## config.mk

```make
export PLATFORM = sky130hd
export DESIGN_NAME = icache_line_refill
export DESIGN_NICKNAME = d
export VERILOG_FILES = /design/src/rtl/icache_line_refill.sv
export SDC_FILE = /design/constraint.sdc
export NUM_CORES = 2
export LEC_CHECK = 0
export CORE_MARGIN = 5
export CORE_UTILIZATION = 62
export DETAILED_ROUTE_END_ITERATION = 10
export HOLD_SLACK_MARGIN = 0.02
export MAX_ROUTING_LAYER = met4
export PLACE_DENSITY_LB_ADDON = 0.12
export SLEW_MARGIN = 20
export SYNTH_ARGS = -nofsm -noshare
export SYNTH_HDL_FRONTEND = slang
export SYNTH_SLANG_ARGS = --single-unit
```

## constraint.sdc

```tcl
create_clock -name clk -period 6.35 [get_ports clk]
set_clock_uncertainty 0.2 [all_clocks]
set_input_delay 1.27 -clock clk [delete_from_list [all_inputs] [get_ports clk]]
set_output_delay 1.27 -clock clk [all_outputs]
set_load 0.1 [all_outputs]
```

## src/rtl/icache_line_refill.sv

```systemverilog
// Blocking direct-mapped instruction cache with multi-word line refill,
// an uncached address window, full flush and hit/miss counters.
module icache_line_refill #(
  parameter int          ADDR_W         = 32,
  parameter int          DATA_W         = 32,
  parameter int          INDEX_BITS     = 4,
  parameter int          WORDS_PER_LINE = 4,
  parameter logic [15:0] UNC_HI         = 16'h1c09,
  parameter int          CNT_W          = 32
) (
  input  logic              clk,
  input  logic              reset,
  input  logic              cpu_req,
  input  logic [ADDR_W-1:0] cpu_addr,
  output logic [DATA_W-1:0] cpu_inst,
  output logic              cpu_valid,
  output logic              cpu_stall,
  input  logic              flush,
  output logic              mem_req,
  output logic [ADDR_W-1:0] mem_addr,
  input  logic              mem_rvalid,
  input  logic [DATA_W-1:0] mem_rdata,
  output logic [CNT_W-1:0]  hit_count,
  output logic [CNT_W-1:0]  miss_count
);

  // state    | meaning
  // IDLE     | lookup; hits answered same cycle
  // REFILL   | fetching line beats in order from word 0
  // UNCACHED | single-beat fetch that bypasses the array
  // RESP     | one-cycle return of the response register

  localparam int WO    = $clog2(WORDS_PER_LINE);
  localparam int LINES = 1 << INDEX_BITS;
  localparam int TAG_W = ADDR_W - INDEX_BITS - WO - 2;

  typedef enum logic [1:0] {IDLE, REFILL, UNCACHED, RESP} state_t;

  state_t state, state_nxt;

  logic [LINES-1:0]      valid_q;
  logic [TAG_W-1:0]      tag_q  [LINES];
  logic [DATA_W-1:0]     data_q [LINES*WORDS_PER_LINE];

  logic [WO-1:0]         beat_q;
  logic [WO-1:0]         req_word_q;
  logic [INDEX_BITS-1:0] idx_q;
  logic [TAG_W-1:0]      rtag_q;
  logic [DATA_W-1:0]     resp_q;

  logic [WO-1:0]         a_word;
  logic [INDEX_BITS-1:0] a_index;
  logic [TAG_W-1:0]      a_tag;
  logic                  a_unc;
  logic                  a_hit;
  logic                  last_beat;
  logic                  do_hit;
  logic                  do_miss;

  assign a_word    = cpu_addr[WO+1:2];
  assign a_index   = cpu_addr[WO+INDEX_BITS+1:WO+2];
  assign a_tag     = cpu_addr[ADDR_W-1:WO+INDEX_BITS+2];
  assign a_unc     = (cpu_addr[ADDR_W-1:ADDR_W-16] == UNC_HI);
  assign a_hit     = valid_q[a_index] && (tag_q[a_index] == a_tag);
  assign last_beat = (beat_q == {WO{1'b1}});

  always_ff @(posedge clk) begin
    if (reset) state <= IDLE;
    else       state <= state_nxt;
  end

  always_comb begin
    state_nxt = state;
    cpu_inst  = data_q[{a_index, a_word}];
    cpu_valid = 1'b0;
    cpu_stall = 1'b0;
    mem_req   = 1'b0;
    mem_addr  = '0;
    do_hit    = 1'b0;
    do_miss   = 1'b0;
    case (state)
      IDLE: begin
        // flush wins over any lookup presented in the same cycle
        if (flush) begin
          cpu_stall = 1'b1;
        end else if (cpu_req) begin
          if (a_unc) begin
            cpu_stall = 1'b1;
            state_nxt = UNCACHED;
          end else if (a_hit) begin
            cpu_valid = 1'b1;
            do_hit    = 1'b1;
          end else begin
            cpu_stall = 1'b1;
            do_miss   = 1'b1;
            state_nxt = REFILL;
          end
        end
      end
      REFILL: begin
        mem_req   = 1'b1;
        mem_addr  = {rtag_q, idx_q, beat_q, 2'b00};
        cpu_stall = 1'b1;
        if (mem_rvalid && last_beat) state_nxt = RESP;
      end
      UNCACHED: begin
        mem_req   = 1'b1;
        mem_addr  = {cpu_addr[ADDR_W-1:2], 2'b00};
        cpu_stall = 1'b1;
        if (mem_rvalid) state_nxt = RESP;
      end
      RESP: begin
        cpu_inst  = resp_q;
        cpu_valid = 1'b1;
        state_nxt = IDLE;
      end
      default: state_nxt = IDLE;
    endcase
  end

  always_ff @(posedge clk) begin
    if (reset) begin
      valid_q    <= '0;
      beat_q     <= '0;
      hit_count  <= '0;
      miss_count <= '0;
    end else begin
      if (state == IDLE && flush) valid_q <= '0;
      if (do_hit)  hit_count  <= hit_count + CNT_W'(1);
      if (do_miss) begin
        miss_count <= miss_count + CNT_W'(1);
        beat_q     <= '0;
      end
      if (state == REFILL && mem_rvalid) begin
        beat_q <= beat_q + WO'(1);
        if (last_beat) valid_q[idx_q] <= 1'b1;
      end
    end
  end

  // Array, tag and response storage need no reset: valid_q guards them.
  always_ff @(posedge clk) begin
    if (do_miss) begin
      idx_q      <= a_index;
      rtag_q     <= a_tag;
      req_word_q <= a_word;
    end
    if (state == REFILL && mem_rvalid) begin
      data_q[{idx_q, beat_q}] <= mem_rdata;
      if (beat_q == req_word_q) resp_q <= mem_rdata;
      if (last_beat) tag_q[idx_q] <= rtag_q;
    end
    if (state == UNCACHED && mem_rvalid) resp_q <= mem_rdata;
  end

endmodule

```

=== Word level (Yosys, flattened, before mapping) ===
Memories as Yosys holds them, arrays and structs flattened.
Cells that the tools add are included.

* Register bits: 146
* Bits in writable memories: 2432
* Output and inout bits: 131
* Logic and storage cells: 86
* Memories kept: 2

* $add $sub $neg: 3
* Order comparisons: 3
* Equal/unequal tests: 12
* Mux-type cells: 43
* Bitwise gates (word level): 1
* Reductions and logical operators: 13

{| class="wikitable"
|+ Memory list
! memory !! depth !! bits a word !! read ports !! clocked after memory_dff !! wr ports !! RTL line !! RTL
|-
| data_q || 64 || 32 || 1 || 0 || 1 || 43 || <nowiki>logic [DATA_W-1:0] data_q [LINES*WORDS_PER_LINE];</nowiki>
|-
| tag_q || 16 || 24 || 1 || 0 || 1 || 42 || <nowiki>logic [TAG_W-1:0] tag_q [LINES];</nowiki>
|}

{| class="wikitable"
|+ Operators with widths
! cell !! count
|-
| $mux 32 || 4
|-
| $add 32x1->32 const B || 2
|-
| $mux 16 || 4
|-
| $pmux 32 s2 || 1
|-
| $eq 24x24->1 || 1
|-
| $mux 1 || 21
|-
| $eq 16x13->1 const B || 1
|-
| $mux 2 || 8
|-
| $or 16x16->16 || 1
|-
| $lt 4x5->1 const B || 2
|-
| $ne 2x2->1 const B || 4
|-
| $pmux 2 s4 || 1
|-
| $eq 2x2->1 const B || 3
|-
| $logic_and 1x1->1 || 6
|-
| $reduce_bool 2->1 || 3
|-
| $reduce_and 5->1 || 1
|-
| $bmux 1 s4 || 1
|-
| $demux 1 s4 || 1
|-
| $ge 4x1->1 const B || 1
|-
| $pmux 1 s2 || 2
|-
| $ne 3x3->1 const B || 1
|-
| $add 2x1->2 const B || 1
|-
| $eq 2x1->1 const B || 1
|-
| $eq 2x2->1 || 1
|-
| other kinds (3) || 3
|}

=== Depth between registers and ports, before layout ===
* Depth after elaboration: 10
* Depth in mapped cells: 16

=== Least setup slack after synthesis ===
No wires, ideal clock.

* Path kind: input-to-output
* From: in cpu_addr[4]
* To: out cpu_stall
* Arrival: 5501 ps
* Path slack: -621 ps
* Stages: 13
* Buffers on the path: 4
* Path through: buf_6 -> buf_4 -> buf_2 -> mux4_2 -> a22oi_1 -> nand2_1 -> xnor2_1 -> o21a_1 -> and4_1 -> clkbuf_4 -> nand3_1 -> a211oi_1 -> nor3_1

* Word-level cells in the longest chain between the ends: 8
* Elaborated cells between the ends (all ways): 10

{| class="wikitable"
|+ Ends and longest elaborated chain
! what !! RTL line !! RTL
|-
| from (decl) || 14 || <nowiki>input logic [ADDR_W-1:0] cpu_addr,</nowiki>
|-
| $mem_v2 16x24 / $bmux 1 s4 (equally long branches) || - ||
|-
| $eq 24x24->1 / $mux 1 (equally long branches) || 64 || <nowiki>assign a_hit = valid_q[a_index] && (tag_q[a_index] == a_tag);</nowiki>
|-
| $logic_and 1x1->1 * || 64 ||
|-
| $mux 1 * || 90 || <nowiki>end else if (a_hit) begin</nowiki>
|-
| $mux 1 * || 87 || <nowiki>if (a_unc) begin</nowiki>
|-
| $mux 1 * || 86 || <nowiki>end else if (cpu_req) begin</nowiki>
|-
| $mux 1 * || 84 || <nowiki>if (flush) begin</nowiki>
|-
| $pmux 1 s2 * || 81 || <nowiki>case (state)</nowiki>
|-
| to (decl) || 17 || <nowiki>output logic cpu_stall,</nowiki>
|}

Mark *: on every way between the ends. The rest lies on a longest branch, timed or not. The select of a mux whose other input is x is not followed.

=== Worst setup path after layout ===
Ends and elaborated chain as after synthesis.

==> flow_summary.json <==
{
  "synthDistinctLibCells": 65,
  "end_kind": "primary output",
  "drc": 0,
  "hold_buffers": 0,
  "grt_setup_unrepaired": "no",
  "cts_resized": 0,
  "drt-pass1-iter-count": 7,
  "final_area_mm2": 0.115,
  "routedWlPerCell_um": 35.2,
  "hold_viol_final": 0,
  "grt_overflow": 0,
  "crit_arrival_ns": 4.67,
  "grt_pass1_wl_um": 365000,
  "synth_top_area_share_pct": 75.0,
  "port-buffer-count": 195,
  "crit_slowest_cell": "a311oi_1",
  "crit_fanout": 38,
  "drt_iter0_drc": 7162,
  "initial_utilization_pct": 62.3,
  "crit_buf_inv": 5,
  "fin_crit_ns": 6.14,
  "startpoint_type": "input port",
  "p_leak_nw": 36.1,
  "cts_tree": "done",
  "cts-buffers-inserted": 275,
  "post_cts_buffers": 0,
  "synth_async_sr_flop_share_pct": 0,
  "row_count": 147,
  "maxCapViolCount": 0,
  "syn_to_final_growth_pct": 15.1,
  "core_area_mm2": 0.160,
  "yosysWarnings": 0,
  "die_area_mm2": 0.169,
  "antenna_found_initial": 15,
  "tightest_slew_ns": 1.17,
  "drtAntennaViolNets": 0,
  "gp_congestion": 0.820,
  "die_w_um": 411,
  "path_cells": "buf_8 > buf_12 > buf_12 > buf_12 > a2111oi_0 > a311oi_1 > nand3_1 > a2111oi_2 > o2111a_2 > nand3_1 > a211oi_1 > nor3_2 > buf_12",
  "ys_seq_elements": 2578,
  "nets": 4981,
  "status": "finished, final reports clean",
  "yosysTopAreaCell": "edfxtp_1",
  "cts-htree-levels": 5,
  "cts_buffer_depth": 4,
  "hp-class": "register to register",
  "clk_latency_ns": 0.92,
  "reg2reg_from": "state[1]",
  "slowest_delay_ns": 0.53,
  "vias": 49729,
  "place_area_mm2": 0.107,
  "ys_seq_area_share_pct": 76.7,
  "drv_slew": 0,
  "cts.sinks": 2578,
  "setup_violations": 0,
  "finalCritPeriodShare_pct": 96.8,
  "clk_pin_slew_ns": 0.06,
  "final_common_cell": "edfxtp_1",
  "drt_wl_total_um": 255000,
  "hpwlAfterDp_um": 146000,
  "slew_headroom_pct": 22.0,
  "crit_start": "cpu_addr[4]",
  "max_freq_mhz": 163,
  "track_usage_pct": 31.6,
  "cellPowerDensity_mw_per_mm2": 318,
  "cpMostUsedCell": "buf_12",
  "crit_type": "input port to primary output",
  "min_from": "valid_q[14]",
  "critPathRequiredTime_ns": 4.88,
  "grt_pass1_vias": 49521,
  "syn_area_mm2": 0.0999,
  "fin_setup_tns_ns": 0,
  "die_h_um": 411,
  "hold_slack_ns": 0.287,
  "synthCells": 4464,
  "vias_per_cell": 6.85,
  "synth-edff-count": 2494,
  "grt_max_degree": 82,
  "final_cell_mix": "edfxtp_1, mux4_2, clkbuf_16",
  "critPathTopFamily": "compound AO/OA/AOI/OAI gates",
  "fin_util_pct": 71.7,
  "dp_cells": 6787,
  "io_pins": 200,
  "synth_top_flop_cell": "edfxtp_1",
  "drive_above_1_share_pct": 29.6,
  "syn-mean-instance-area_um2": 22.4,
  "synthTopCellsByArea": "edfxtp_1, mux4_2, dfxtp_1, nand2_1, mux2i_1",
  "stdcell_count": 7258,
  "clockRootBuffer": "clkbuf_16",
  "vdd_drop_max_v": 0.000351
}
## Yosys cell counts, types with 3 or more instances
cell,instances
a2111oi_0,3
a211oi_1,10
a21oi_1,43
a221oi_1,6
a22o_1,6
a22oi_1,48
and2_1,7
and3_1,12
and4_1,11
buf_1,60
buf_2,17
buf_4,9
buf_6,8
clkbuf_1,149
dfxtp_1,84
edfxtp_1,2494
ha_1,7
inv_1,14
mux2_2,27
mux2i_1,61
mux4_2,748
nand2_1,167
nand2b_1,13
nand3_1,24
nand4_1,27
nor2_1,138
nor2b_1,72
nor3_1,31
nor4_1,8
nor4b_1,5
o21ai_0,29
o22ai_1,5
o31ai_1,9
or2_2,4
or3_1,20
or4_1,16
xnor2_1,19
xor2_1,20
## worst min-delay path: stages (launching register included)
cell	delay [ns]
dfxtp_1	0.32
a21oi_1	0.06
nor2_1	0.07
## path summary, 6_finish.rpt
| kind | cells after the start | slack, ns | end |
|---|---|---|---|
| worst max-delay path | 13 | 0.21 | cpu_stall |
| worst min-delay path | 2 | 0.29 | valid_q[14] |
| worst max register to register | 7 | 1.84 | data_q[11][11] |
| worst min register to register | 2 | 0.29 | valid_q[14] |
## cell families after synthesis
| kind of cell | share of synthesized area [%] |
|---|---|
| XOR/XNOR | 0.342 |
| AND/OR/NAND/NOR | 2.78 |
| multiplexers | 17.8 |
| other | 0.00375 |
| buffers and inverters | 1.11 |
| adder cells (fa/ha/maj) | 0.0877 |
| AO/OA/AOI/OAI | 1.23 |
| flip-flops | 76.7 |
## stage by stage
stage / total power, mW / setup slack (ns)
2_1_floorplan: 20.9 / 0.240
3_3_place_gp: 22.0 / 0.321
3_5_place_dp: 22.0 / 0.204
4_1_cts: 36.7 / 0.200
5_1_grt: 37.6 / 0.00561
6_report: 36.6 / 0.206
## layer usage
metal	vias to the layer above	GRT usage [%]	share of wire, %
li1	19752	-	-
met1	26426	43.5	37
met2	3075	49.4	50
met3	476	6.86	11
met4	0	8.29	2.7
met5	-	-	0
## state kept, by name, indices dropped and copies added, names as in the netlist
name and flops:
beat_q 2, data_q 2048, hit_count 32, idx_q 4
miss_count 32, req_word_q 2, resp_q 32, rtag_q 24
state 2, tag_q 384, valid_q 16
## cell type report
| class | count | area (µm²) |
|---|---|---|
| inverter | 15 | 58.8 |
| clock inverter | 108 | 818 |
| timing repair buffer | 408 | 4660 |
| sequential | 2578 | 76600 |
| tap | 2160 | 2700 |
| fill | 9209 | 45400 |
| clock buffer | 356 | 7380 |
| multi-input combinational | 1627 | 22800 |
| antenna | 6 | 15.0 |
## report_power, final
part / internal (mW) / leakage [nW] / switching (mW) / total, mW
registers: 18.8 / 23.1 / 0.107 / 18.9
clock network: 8.64 / 4.00 / 6.23 / 14.9
logic: 1.00 / 8.99 / 1.80 / 2.80
total: 28.4 / 36.1 / 8.14 / 36.6
No activity file was read; power rests on OpenSTA's default activity.
